$ cat src/rtl/float_mul_seq.sv
// rtl/float_mul_seq.sv - sequential IEEE-754 single-precision multiplier
//
// Purpose: multiplies two IEEE single operands using a shift-add mantissa
// multiplier that handles one partial product per cycle. Zero, denormal,
// infinity and NaN operands are classified at accept and take a one-cycle
// bypass. Denormal inputs are flushed to zero, and no denormal results are
// produced.
//
// Optional feature: define FLOAT_MUL_ROUND_EN for round-to-nearest-even.
// When it is undefined, the mantissa is truncated.
//
// Ports:
//   clk_i    in   1   system clock
//   rst_i    in   1   synchronous active-high reset
//   a_i      in   32  operand A
//   b_i      in   32  operand B
//   valid_i  in   1   operands valid
//   ready_o  out  1   block can accept operands (IDLE only)
//   res_o    out  32  product
//   valid_o  out  1   res_o valid (DONE only)
//   ready_i  in   1   consumer accepts res_o

`timescale 1ns/1ps

module float_mul_seq #(
   parameter int MANT_W = 23,
   parameter int EXP_W  = 8,
   parameter int BIAS   = 127
) (
   input  logic        clk_i,
   input  logic        rst_i,
   input  logic [31:0] a_i,
   input  logic [31:0] b_i,
   input  logic        valid_i,
   output logic        ready_o,
   output logic [31:0] res_o,
   output logic        valid_o,
   input  logic        ready_i
);

   localparam int WORD_W = 1 + EXP_W + MANT_W;
   localparam int SIG_W  = MANT_W + 1;
   localparam int PROD_W = 2 * SIG_W;
   localparam int EW     = EXP_W + 2;
   localparam int CNT_W  = $clog2(SIG_W);
   localparam logic [CNT_W-1:0]    CNT_LAST = CNT_W'(SIG_W - 1);
   localparam logic signed [EW-1:0] EXP_MAX = EW'((1 << EXP_W) - 1);
   localparam logic signed [EW-1:0] EXP_ZERO = '0;
   localparam logic [WORD_W-1:0]   QNAN = {1'b0, {EXP_W{1'b1}}, 1'b1, {(MANT_W-1){1'b0}}};

   typedef enum logic [1:0] {S_IDLE, S_MUL, S_NORM, S_DONE} state_t;

   state_t               r_state, w_next;
   logic [CNT_W-1:0]     r_cnt;
   logic [PROD_W-1:0]    r_acc;
   logic [PROD_W-1:0]    r_mcand;
   logic [SIG_W-1:0]     r_mplier;
   logic                 r_sign;
   logic [EXP_W-1:0]     r_ea, r_eb;
   logic                 r_special;
   logic [WORD_W-1:0]    r_spec_res;
   logic [WORD_W-1:0]    r_res;

   // operand classification, evaluated on the live inputs at accept
   logic [EXP_W-1:0]  w_a_exp, w_b_exp;
   logic [MANT_W-1:0] w_a_frac, w_b_frac;
   logic w_a_zero, w_b_zero, w_a_inf, w_b_inf, w_a_nan, w_b_nan;
   logic w_sign, w_special, w_accept;
   logic [WORD_W-1:0] w_spec_res;

   assign w_a_exp  = a_i[WORD_W-2 -: EXP_W];
   assign w_b_exp  = b_i[WORD_W-2 -: EXP_W];
   assign w_a_frac = a_i[MANT_W-1:0];
   assign w_b_frac = b_i[MANT_W-1:0];
   assign w_sign   = a_i[WORD_W-1] ^ b_i[WORD_W-1];
   // exponent field 0 covers denormals too: they are flushed to zero
   assign w_a_zero = (w_a_exp == '0);
   assign w_b_zero = (w_b_exp == '0);
   assign w_a_inf  = (&w_a_exp) && (w_a_frac == '0);
   assign w_b_inf  = (&w_b_exp) && (w_b_frac == '0);
   assign w_a_nan  = (&w_a_exp) && (w_a_frac != '0);
   assign w_b_nan  = (&w_b_exp) && (w_b_frac != '0);
   assign w_special = w_a_zero | w_b_zero | (&w_a_exp) | (&w_b_exp);
   assign w_accept  = valid_i && (r_state == S_IDLE);

   always_comb begin
      w_spec_res = {w_sign, {(WORD_W-1){1'b0}}};
      if (w_a_nan || w_b_nan || (w_a_inf && w_b_zero) || (w_b_inf && w_a_zero))
         w_spec_res = QNAN;
      else if (w_a_inf || w_b_inf)
         w_spec_res = {w_sign, {EXP_W{1'b1}}, {MANT_W{1'b0}}};
   end

   // normalisation of the finished 48-bit product
   logic                 w_top;
   logic [MANT_W-1:0]    w_mant_t, w_mant_f;
   logic signed [EW-1:0] w_exp_sum, w_exp_n, w_exp_f;
   logic [WORD_W-1:0]    w_norm_res;

   assign w_top     = r_acc[PROD_W-1];
   assign w_exp_sum = EW'({2'b00, r_ea}) + EW'({2'b00, r_eb}) - EW'(BIAS);
   assign w_exp_n   = w_exp_sum + EW'(w_top);
   assign w_mant_t  = w_top ? r_acc[PROD_W-2 -: MANT_W] : r_acc[PROD_W-3 -: MANT_W];

`ifdef FLOAT_MUL_ROUND_EN
   logic            w_guard, w_sticky, w_inc;
   logic [MANT_W:0] w_mant_r;
   assign w_guard  = w_top ? r_acc[MANT_W] : r_acc[MANT_W-1];
   assign w_sticky = w_top ? (|r_acc[MANT_W-1:0]) : (|r_acc[MANT_W-2:0]);
   assign w_inc    = w_guard && (w_sticky || w_mant_t[0]);
   assign w_mant_r = {1'b0, w_mant_t} + (MANT_W+1)'(w_inc);
   // a carry out leaves the low bits at zero, i.e. significand 1.0 * 2^(e+1)
   assign w_mant_f = w_mant_r[MANT_W-1:0];
   assign w_exp_f  = w_exp_n + EW'(w_mant_r[MANT_W]);
`else
   assign w_mant_f = w_mant_t;
   assign w_exp_f  = w_exp_n;
`endif

   always_comb begin
      w_norm_res = {r_sign, w_exp_f[EXP_W-1:0], w_mant_f};
      if (w_exp_f >= EXP_MAX)
         w_norm_res = {r_sign, {EXP_W{1'b1}}, {MANT_W{1'b0}}};
      else if (w_exp_f <= EXP_ZERO)
         w_norm_res = {r_sign, {(WORD_W-1){1'b0}}};
   end

   // FSM: state register
   always_ff @(posedge clk_i) begin
      if (rst_i) r_state <= S_IDLE;
      else       r_state <= w_next;
   end

   // FSM: next state
   always_comb begin
      w_next = r_state;
      case (r_state)
         S_IDLE: if (w_accept) w_next = w_special ? S_NORM : S_MUL;
         S_MUL:  if (r_cnt == CNT_LAST) w_next = S_NORM;
         S_NORM: w_next = S_DONE;
         S_DONE: if (ready_i) w_next = S_IDLE;
         default: w_next = S_IDLE;
      endcase
   end

   // FSM: outputs
   always_comb begin
      ready_o = (r_state == S_IDLE);
      valid_o = (r_state == S_DONE);
   end

   assign res_o = r_res;

   // datapath
   always_ff @(posedge clk_i) begin
      if (rst_i) begin
         r_cnt      <= '0;
         r_acc      <= '0;
         r_mcand    <= '0;
         r_mplier   <= '0;
         r_sign     <= 1'b0;
         r_ea       <= '0;
         r_eb       <= '0;
         r_special  <= 1'b0;
         r_spec_res <= '0;
         r_res      <= '0;
      end else begin
         case (r_state)
            S_IDLE: if (w_accept) begin
               r_sign     <= w_sign;
               r_ea       <= w_a_exp;
               r_eb       <= w_b_exp;
               r_mcand    <= {{SIG_W{1'b0}}, 1'b1, w_a_frac};
               r_mplier   <= {1'b1, w_b_frac};
               r_acc      <= '0;
               r_cnt      <= '0;
               r_special  <= w_special;
               r_spec_res <= w_spec_res;
            end
            S_MUL: begin
               // multiplier is shifted right so bit 0 is always multiplier bit[cnt]
               if (r_mplier[0]) r_acc <= r_acc + r_mcand;
               r_mcand  <= r_mcand << 1;
               r_mplier <= r_mplier >> 1;
               r_cnt    <= r_cnt + 1'b1;
            end
            S_NORM: r_res <= r_special ? r_spec_res : w_norm_res;
            default: ;
         endcase
      end
   end

endmodule

$ cat config.mk
export PLATFORM = sky130hd
export DESIGN_NAME = float_mul_seq
export DESIGN_NICKNAME = d
export VERILOG_FILES = /design/src/rtl/float_mul_seq.sv
export SDC_FILE = /design/constraint.sdc
export NUM_CORES = 1
export LEC_CHECK = 0
export CORE_MARGIN = 2
export CORE_UTILIZATION = 30
export CTS_BUF_LIST = sky130_fd_sc_hd__clkbuf_16
export DETAILED_ROUTE_END_ITERATION = 8
export PLACE_DENSITY_LB_ADDON = 0.12
export SYNTH_ARGS = -nofsm -noshare
export SYNTH_HDL_FRONTEND = slang
export SYNTH_SLANG_ARGS = --single-unit
$ cat constraint.sdc
create_clock -name clk_i -period 3.4 [get_ports clk_i]
set_input_delay 0.85 -clock clk_i [delete_from_list [all_inputs] [get_ports clk_i]]
set_output_delay 0.85 -clock clk_i [all_outputs]
set_load 0.1 [all_outputs]
# --- Yosys cells after proc, flatten, opt, wreduce, memory -nomap -nowiden ---
# Cells that the tools add are included.
totals:
  n_memories: 0
  latchBits: 0
  mem_bits_rw: 0
  out_inout_bits: 34
  reg_bits: 209
  inputBits: 68
  mem_bits_ro: 0
  wordCells: 75
classes:
  n_reduce_logical: 25
  n_lt_le_gt_ge: 2
  n_shift: 0
  addsub: 5
  n_eq_ne: 8
  n_mux: 20
  bitwise: 4
  div: 0
  n_mul: 0
ops:
  columns: ["op", "n"]
  rows:
  - ["$pmux 48 s2", 2]
  - ["$mux 48", 3]
  - ["$mux 31", 3]
  - ["$mux 32", 2]
  - ["$add 48x48->48", 1]
  - ["$pmux 24 s2", 1]
  - ["$logic_not 23->1", 2]
  - ["$reduce_bool 23->1", 2]
  - ["$mux 24", 1]
  - ["$mux 23", 1]
  - ["$logic_not 8->1", 2]
  - ["$reduce_and 8->1", 2]
  - ["$add 10x1->10", 1]
  - ["$ge 10x9->1 const B", 1]
  - ["$le 10x1->1 const B", 1]
  - ["$pmux 5 s2", 1]
  - ["$sub 9x7->10 const B", 1]
  - ["$add 8x8->9", 1]
  - ["$mux 2", 4]
  - ["$pmux 2 s4", 1]
  - ["$logic_and 1x1->1", 7]
  - ["$reduce_and 3->1", 2]
  - ["$add 5x1->5 const B", 1]
  - ["$eq 5x5->1 const B", 1]
  - ["other kinds (11)", 20]

# --- Logic depth before layout (Yosys ltp) ---
depth:
  ltp_word: 7
  ltp_mapped: 18
  ltp_nobuf: 15

# --- Worst setup path before layout ---
# OpenSTA, ideal clock, no wires.
synth_path:
  kind: "register -> register"
  from: "register r_acc[47]"
  to: "register r_res[23] (netlist: res_o[23])"
  path_stages_with_launch: 18
  t_required_ns: 3.338
  setup_ns: 0.062
  synth_period_minus_slack_ns: 3.812
  path_buffers: 2
  setup_slack_ns: -0.412
  t_arrival_ns: 3.750
  path_cell_list: "dfxtp_1 > clkbuf_1 > buf_1 > inv_1 > ha_1 > inv_1 > ha_1 > fa_1 > a21o_1 > a21oi_1 > o21bai_1 > a21oi_1 > a21oi_1 > xor2_1 > a21oi_1 > a221o_1 > nor2_1 > a221o_1"
synth_via:
  elab_chain_cells: 5
  word_cells_on_any_way: 6
  classes_between: "add/sub: 1; order compare: 2; mux: 3"
synth_lines:
  columns: ["element", "line_no", "rtl"]
  rows:
  - ["from (decl)", "55", "logic [PROD_W-1:0] r_acc;"]
  - ["from (signal assigned)", "182", "if (r_mplier[0]) r_acc <= r_acc + r_mcand;"]
  - ["$add 10x1->10 (*)", "102", "assign w_exp_n = w_exp_sum + EW'(w_top);"]
  - ["$le 10x1->1", "124", "else if (w_exp_f <= EXP_ZERO)"]
  - ["$mux 31", "124", null]
  - ["$mux 31 (*)", "122", "if (w_exp_f >= EXP_MAX)"]
  - ["$mux 32 (*)", "187", "S_NORM: r_res <= r_special ? r_spec_res : w_norm_res;"]
  - ["to (signal assigned)", "187", null]
  - ["to (decl)", "62", "logic [WORD_W-1:0] r_res;"]
# Every way passes the cells marked *; elsewhere a longest branch is shown, timed or not.
# A chain may end at the register's enable or synchronous reset.

# --- Worst setup path in the final report ---
layout_path:
  from: "register r_acc[47]"
  to: "register r_res[27] (netlist: res_o[27])"
# Same word-level chain as after synthesis.

==> run summary <==
Outcome -> finished clean
Post-DR vias/cell -> 5.02
VDD IR max -> 0.539 mV
DP Area -> 0.0114 sq mm
Post-layout net count -> 1,373
P&R area growth vs syn -> 18.8%
Leading cell types in the layout, fill and taps excluded -> 180 x dfxtp_1, 146 x nor2_1, 108 x nand2_1
Die ar. -> 0.0351 sq mm
Worst slew margin -> 0.399
Detailed Place HPWL -> 19,500 microns
GR Overflow Total -> 0
Top cell type's share of synthesized area -> 0.358
FF+latch count, synth -> 180
Setup TNS -> 0 ns
Final Skew -> 0.0128 ns
Unrepaired setup endpoints after global routing -> false
Internal power -> 0.00431 W
Hold_buf cts -> 0
EDFF count, synth -> 0
Synth Instances -> 1,169
Initial antenna violation count -> 1
Asr flop ratio synth -> 0
Clock-pin transition on the worst setup and hold timing paths -> 0.07 ns
Sequential share of power -> 0.375
Placer Congestion -> 0.786
Pins Over Slew Limit -> 0
Worst Hold Class -> register to register
Seq/Total Area, Yosys -> 0.358
Vias -> 8,510
Crit. End Element -> register
Routed WL per cell -> 15.6 microns
Largest cells by area after synthesis -> dfxtp_1 36%, ha_1 8.4%, mux2i_1 7.0%
Post-synthesis net count -> 1,307
Vias in the first global route -> 8,351
# rows -> 67
Clk_lat worst skew -> 0.44 ns
CTS tree -> done
First-pass GRT wire length -> 43,800 microns
P_leak -> 4.78 nW
DRT Pass-1 Iters -> 4
Mapped cell area -> 0.0101 sq mm
Fill cell count -> 3,480
Synthesis Warnings -> 0
CTS Buffer Depth -> 2
Die height -> 187 microns
Area leader, netlist -> dfxtp_1
Core Region -> 0.0333 sq mm
Switching share of power -> 0.399
NetSw -> 0.00286 W
CTS H-tree depth -> 4
CP Class -> register to register
Final hold violation count -> 0
ANT cells -> 0
Post-route ant nets -> 0
DR DRC count -> 0
Arr. time, crit path -> 3.46 ns
Final Instance Area -> 0.0120 sq mm
Fin crit period -> 3.08 ns
Ports -> 102
Worst Max-Slew Pin Slew -> 0.902 ns
Max Fclk -> 324 MHz
Die Wd -> 187 microns
CTS Sinks -> 180
DR iter-0 viols -> 352
Worst EP required -> 3.78 ns
PD cells -> 599 mW/mm^2
# port buffers -> 101
Top_reg_cell synth -> dfxtp_1
All-layer global routing usage -> 0.153
CTS Buf Count -> 17
Clock power frac -> 0.253
Total wire length -> 26,500 microns
Hold Slack -> 0.453 ns
CP max FO -> 5
Combinational share of power -> 0.372
Root buf cell -> clkbuf_16
Library cells used by synthesis -> 68
Fin crit share -> 0.907
Share of cells above drive strength 1 -> 0.0978
Largest net degree at the start of global routing -> 95
Syn avg cell area -> 8.61 sq um
Final setup vio count -> 0
Initial Util -> 0.303
Most common cell after layout, fill and taps aside -> dfxtp_1
Max-Cap Viols -> 0
Startpoint types -> register
## cells in the mapped netlist, types with 3 or more instances
cell / n
o21a_1: 5
nand2_1: 108
and2_2: 4
o21ai_0: 49
and3_1: 10
a21oi_1: 69
a221oi_2: 4
a31oi_1: 6
nor2_1: 148
nor2b_1: 12
o22ai_1: 6
a21o_2: 3
a211oi_1: 51
nor3_1: 14
clkbuf_1: 62
o21ai_1: 5
o21bai_1: 6
a21o_1: 29
a21oi_2: 4
xor2_1: 24
a22oi_1: 49
nand2b_1: 6
inv_1: 21
xnor2_1: 28
dfxtp_1: 180
clkbuf_8: 3
a22o_1: 21
a221o_1: 6
nor4_1: 15
nand3_1: 11
and2_1: 3
nand4_1: 22
ha_1: 68
mux2i_1: 70
## final cells by class
type,instances,area [sq um],area share
multi-input combinational,896,6110,0.511
sequential,180,3600,0.301
timing repair buffer,119,1100,0.0916
tap,448,561,0.0469
clock buffer,17,425,0.0356
clock inverter,14,90.1,0.00753
inverter,21,78.8,0.00659
## worst max-delay path, cell delays in order, from the launching register on
cell and delay [ns]:
dfxtp_1 0.33, inv_1 0.07, ha_1 0.27, inv_1 0.04, ha_1 0.19, fa_1 0.40
a21o_1 0.20, a21oi_2 0.16, o21bai_1 0.09, a21oi_2 0.17, a21oi_1 0.12, xor2_2 0.25
a21oi_1 0.06, a221o_1 0.36, nor2_2 0.17, a221o_1 0.14
## stage by stage
step                setup WS (ns)   util  power [W]  std cells
floorplan                 0.00652      -    0.00470       1169
global placement            0.216  0.343    0.00539       1664
detailed placement          0.118  0.343    0.00542       1664
CTS                         0.106  0.359    0.00728       1695
global route             0.000577  0.359    0.00768       1695
finish                      0.316  0.359    0.00716       1695
## power groups by stage
stage | sequential, W | clock (W) | combinational, W
detailed placement | 0.00273 | 0 | 0.00269
CTS | 0.00269 | 0.00189 | 0.00270
finish | 0.00269 | 0.00181 | 0.00266
global route | 0.00273 | 0.00197 | 0.00298
global placement | 0.00273 | 0 | 0.00267
floorplan | 0.00281 | 0 | 0.00189
## what timing repair did
| item | CTS | global route |
|---|---|---|
| gates resized for setup | 0 | 4 |
| endpoints found under the setup margin | 0 | 27 |
| hold endpoints to repair | 0 | 0 |
| buffers inserted | 0 | 0 |
## layer usage
metal,track usage,wire [microns],vias up
li1,-,-,4407
met1,0.215,13800,3965
met2,0.240,11600,115
met3,0.0300,789,21
met4,0.0391,308,2
met5,0,11,-
## logic make-up (layout without fill, tap and decap cells)
family,after synthesis,after routing,synth area share
buf+inv,93,171,0.0400
xor+xnor,52,52,0.0452
simple gates,364,364,0.162
fa+ha+maj,70,70,0.0885
compound gates,339,339,0.236
flops,180,180,0.358
mux,71,71,0.0707
## final timing paths
path	to	slack, ns	startpoint	cells past startpoint
hold reg to reg	res_o[15]	0.45	res_o[15]	2
setup / recovery	res_o[27]	0.32	r_acc[47]	15
hold / removal	res_o[15]	0.45	res_o[15]	2
setup reg to reg	res_o[27]	0.32	r_acc[47]	15
## flip-flops by register name (all words and copies together) (netlist names)
register,flops
r_state,2
r_spec_res,3
r_special,1
r_cnt,5
r_acc,48
r_mcand,48
r_mplier,24
r_eb,8
r_ea,8
res_o,32
r_sign,1
Note: power is estimated with default switching activity, not from simulation.
==> RTL edit 1 (same flow settings) <==
The option `FLOAT_MUL_ROUND_EN` is turned on by a define.
--- a/src/rtl/float_mul_seq.sv
+++ b/src/rtl/float_mul_seq.sv
@@ -22,4 +22,6 @@
 
 `timescale 1ns/1ps
+
+`define FLOAT_MUL_ROUND_EN
 
 module float_mul_seq #(
Function: same outputs for any inputs over 4 cycles, from zero or initial values and one cycle with rst_i high; that may be too few to reach the edited logic, so the function may still have changed.
==> RTL edit 1 against the original RTL <==
  * The run now ends with setup timing left
  * Largest power group is now combinational cells
  * Routed wire length is 29% higher
  * Power is 10% higher
  * Via count is 21% higher
  * Synthesized cell count is 15% higher
  * Combinational power is 15% higher
  * Sequential cell count stayed put
  * Cell area is 16% higher
  * Die area is 10% higher
  * Utilization is 2.0 points higher
  * Area after synthesis is 10% higher
  * Cell count is 15% higher
  * Count of clock-buffer cells in the layout stayed put
  * Setup slack worse by 0.83 ns
==> RTL edit 1: results (changes against the original RTL) <==
| Metric | Value |
|---|---|
| TritonCTS buffer count | 17 (unchanged) |
| Slew HR | 0.279 (-0.120) |
| Syn Nets | 1,485 (+14%) |
| Failing checks | setup timing |
| DR pass1 iterations | 6 (+2) |
| Delay of the slowest cell on the worst path | 0.41 ns |
| Leak | 5.56 nW (+16%) |
| Count of different cell masters after synthesis | 85 (+25%) |
| All-Layer GR Usage | 0.180 (+0.0266) |
| Top cells by count, synth | 180 x dfxtp_1, 149 x nor2_1, 113 x nand2_1 |
| Clk_lat worst skew | 0.45 ns |
| Final setup margin | -0.510 ns (-0.826 ns) |
| ANT cells | 0 (unchanged) |
| IO Port Bufs | 101 (unchanged) |
| Sequential-to-total area share from yosys stat | 0.324 (-0.0338) |
| First-pass GRT wire length | 55.6 mm (+27%) |
| Worst clock skew | 0.0144 ns (+0.00160 ns) |
| Initial antenna violation count | 1 (unchanged) |
| Final nets | 1,608 (+17%) |
| CP max-delay cell | dfxtp_4 |
| Root buf cell | clkbuf_16 |
| Share of cells above drive strength 1 | 0.145 (+0.0472) |
| Final setup fails | 31 (+31) |
| Synth area leaders | dfxtp_1 32%, ha_1 7.6%, nor2_1 5.0%, mux2i_1 4.5%, a211oi_1 4.3% |
| Final wirelength | 34.1 mm (+29%) |
| GR Util met2 | 0.301 (+0.0604) |
| Iter 0 DRT Violations | 497 (+41%) |
| CP arrival | 4.24 ns (+0.78 ns) |
| Fill count | 3,760 (+8.0%) |
| Status | finished with violations |
| Peak supply drop | 0.423 mV (-22%) |
| Min-delay worst type | register to register |
| FFs w/ async S/R, synth | 0 (unchanged) |
| Largest net degree at the start of global routing | 95 (unchanged) |
| Post-Place Cell Area | 13,000 µm² (+14%) |
| GR Util met3 | 0.0267 (-0.00332) |
| Gpl congestion | 0.837 (+6.6%) |
| CP max FO | 12 (+7) |
| HPWL after DPL | 25.5 mm (+31%) |
| Met1 Use GR | 0.247 (+0.0316) |
| Longest Clk Path Bufs | 2 (unchanged) |
| Clock transition at path regs | 0.08 ns |
| Drt via density | 5.27 (+4.9%) |
| Fin Setup TNS | -14.38 ns (-14.38 ns) |
| Vias in the first global route | 10,300 (+23%) |
## RTL edit 1: cell types whose count changed after synthesis, moves of 8 or more
cell,unedited run,this run
a211oi_1,51,64
a21o_1,29,41
a21oi_1,69,86
a32o_1,1,11
clkbuf_1,62,72
inv_1,21,30
mux2i_1,70,50
nand2b_1,6,17
nand3_1,11,19
nor4_1,15,25
o211ai_1,2,14
o21ai_0,49,59
## RTL edit 1: cells by family after synthesis
kind of cell,count (synthesis),synth area share
compound gates,436,0.273
fa+ha+maj,71,0.0819
flops,180,0.324
simple gates,432,0.187
xor+xnor,52,0.0409
buf+inv,119,0.0416
mux,56,0.0514
## RTL edit 1: path summary, 6_finish.rpt
| check | start | to | slack (ns) | cells after the start |
|---|---|---|---|---|
| max | r_acc[47] | res_o[20] | -0.51 | 19 |
| min | r_eb[7] | r_eb[7] | 0.46 | 2 |
| max reg2reg | r_acc[47] | res_o[20] | -0.51 | 19 |
| min reg2reg | r_eb[7] | r_eb[7] | 0.46 | 2 |
## RTL edit 1: final cells by class
cell class                 instances  area share
multi-input combinational       1047       0.525
sequential                       180       0.261
timing repair buffer             192       0.120
inverter                          31     0.00840
clock buffer                      17      0.0307
clock inverter                    15      0.0135
tap                              468      0.0423
## RTL edit 1: layer usage
| layer | vias up | part of all wire |
|---|---|---|
| li1 | 5265 | - |
| met2 | 130 | 0.47 |
| met1 | 4849 | 0.49 |
| met5 | - | 0.00047 |
| met3 | 24 | 0.026 |
| met4 | 2 | 0.010 |
## RTL edit 1: where the power goes
part	leakage, nW	total (mW)	internal, mW	switching [mW]
Clock	0.294	2.10	1.06	1.03
Combinational	3.80	3.07	1.11	1.96
Sequential	1.47	2.72	2.45	0.271
Total	5.56	7.88	4.62	3.26
## RTL edit 1: metrics by stage
step / util / power, mW / hold WS (ns) / setup slack, ns / instances
global placement: 0.357 / 5.78 / 0.444 / -0.658 / 1913
floorplan: - / 4.93 / 0.436 / -0.387 / 1346
detailed placement: 0.357 / 5.80 / 0.449 / -0.741 / 1913
finish: 0.379 / 7.88 / 0.458 / -0.510 / 1950
global route: 0.379 / 8.45 / 0.473 / -0.687 / 1950
CTS: 0.375 / 7.93 / 0.460 / -0.468 / 1946
## RTL edit 1: worst max-delay path, delay by kind of cell, from the launching register on
kind,cells,cell delay (ns)
compound gates,7,1.20
fa+ha+maj,2,0.65
buf+inv,4,0.46
flops,1,0.41
simple gates,6,1.09
## RTL edit 1: what timing repair did
action,in CTS,in global routing
endpoints found under the setup margin,31,31
pin swaps,2,17
buffers inserted,1,4
hold endpoints to repair,0,0
resized for setup,9,22
gates cloned,0,1
==> RTL edit 2 (config.mk and constraints unchanged) <==
Without the edit above. Compare `r_cnt` against `CNT_LAST` with >= in place of ==.
--- a/src/rtl/float_mul_seq.sv
+++ b/src/rtl/float_mul_seq.sv
@@ -137,5 +137,5 @@
       case (r_state)
          S_IDLE: if (w_accept) w_next = w_special ? S_NORM : S_MUL;
-         S_MUL:  if (r_cnt == CNT_LAST) w_next = S_NORM;
+         S_MUL:  if (r_cnt >= CNT_LAST) w_next = S_NORM;
          S_NORM: w_next = S_DONE;
          S_DONE: if (ready_i) w_next = S_IDLE;
Check against the original RTL: same outputs for any inputs over 4 cycles, from zero or initial values and one cycle with rst_i high; that may be too few to reach the edited logic, so the function may still have changed.
==> RTL edit 2 against the original RTL <==
  * Cell area increased by 4.7%
  * Power increased by 1.6%
  * Combinational power barely moved
  * Routed wire length rose by 11%
  * Sequential cell count unchanged
  * Clock skew is 0.0022 ns lower
  * Area after synthesis rose by 3.4%
  * Global-route usage up 0.71 points
  * Clock power is 8% higher
  * Setup slack worse by 0.25 ns
  * Critical endpoint is now res_o[7]
  * Largest power group is now combinational cells
==> RTL edit 2: results (changes against the original RTL) <==
| Metric | Value |
|---|---|
| Synth area leaders | dfxtp_1 35%, ha_1 8.2%, mux2i_1 6.7%, nor2_1 5.2%, a21oi_1 4.6% |
| Sequential-to-total area share from yosys stat | 0.346 (-0.0117) |
| Number of non-clock inverters | 25 (+19%) |
| Worst clock skew | 0.0107 ns (-0.00215 ns) |
| Final nets | 1,452 (+5.8%) |
| Slew @ Worst Pin | 0.868 ns (-0.0334 ns) |
| Top cells by count, synth | 180 x dfxtp_1, 145 x nor2_1, 128 x nand2_1 |
| Gpl congestion | 0.805 (+2.4%) |
| Switching share of power | 0.398 (-0.000572) |
| Peak supply drop | 0.429 mV (-21%) |
| Post-cts sizing count | 1 (+1) |
| Placed cell count | 1,742 (+4.7%) |
| HP Start | res_o[14] |
| Fill count | 3,668 (+5.4%) |
| Delay of the slowest cell on the worst path | 0.55 ns (+0.15 ns) |
| Iter 0 DRT Violations | 423 (+20%) |
| Syn avg cell area | 8.42 µm² (-2.2%) |
| Final setup margin | 0.0686 ns (-0.247 ns) |
| R2R depth | 14 (-1) |
| Place WS | -0.0302 ns (-0.148 ns) |
| Count of different cell masters after synthesis | 78 (+15%) |
| Clock Network Area Fraction | 0.0440 (+0.000860) |
| Fraction of area in multi-input gates | 0.516 (+0.00521) |
| Layout Area Growth over Synthesis | 20.3% |
| CP max FO | 6 (+1) |
| Hold EP | res_o[14] |
| Status | complete, no violations |
| Multi-input comb cells | 958 (+6.9%) |
| Design area | 12,500 µm² (+4.7%) |
| Leak | 4.94 nW (+3.4%) |
| Routed WL per cell | 16.4 µm (+5.3%) |
| HPWL after DPL | 21.1 mm (+8.1%) |
| Comb power frac | 0.367 (-0.005) |
| Initial antenna violation count | 0 (-1) |
| Vias in the first global route | 8,868 (+6.2%) |
| WHS | 0.448 ns (-0.00477 ns) |
| CP max-delay cell | or4_4 |
| Worst setup path endpoint | res_o[7] |
| CP arrival | 3.66 ns (+0.20 ns) |
| Cell area power density | 581 nW/µm² (-3.0%) |
| Share of cells above drive strength 1 | 0.112 (+0.0138) |
RTL edit 2: cell types whose count changed in the layout (fill, tap and decap cells not counted), sizes merged, moves of 6 or more:
| cell | delta |
|---|---|
| a22o | -21 |
| or3 | +6 |
| nand2 | +21 |
| o21ai | +20 |
| a31oi | +8 |
| o21bai | +7 |
| nor3 | -10 |
| a21oi | +24 |
| buf | +11 |
RTL edit 2: per-layer routing:
layer  global-route usage  vias to the layer above  routed length, µm
met5                    0                        -                  0
met4               0.0355                        0                292
met3               0.0307                       23                813
met2                0.260                      106              13400
met1                0.221                     4293              14700
li1                     -                     4664                  -
RTL edit 2: kinds of logic (layout without fill, tap and decap cells):
| kind of cell | Yosys count | in the layout | synth area share |
|---|---|---|---|
| xor+xnor | 48 | 48 | 0.0404 |
| fa+ha+maj | 70 | 70 | 0.0856 |
| flops | 180 | 180 | 0.346 |
| buf+inv | 98 | 188 | 0.0460 |
| mux | 71 | 71 | 0.0684 |
| compound gates | 392 | 392 | 0.250 |
| simple gates | 377 | 377 | 0.163 |
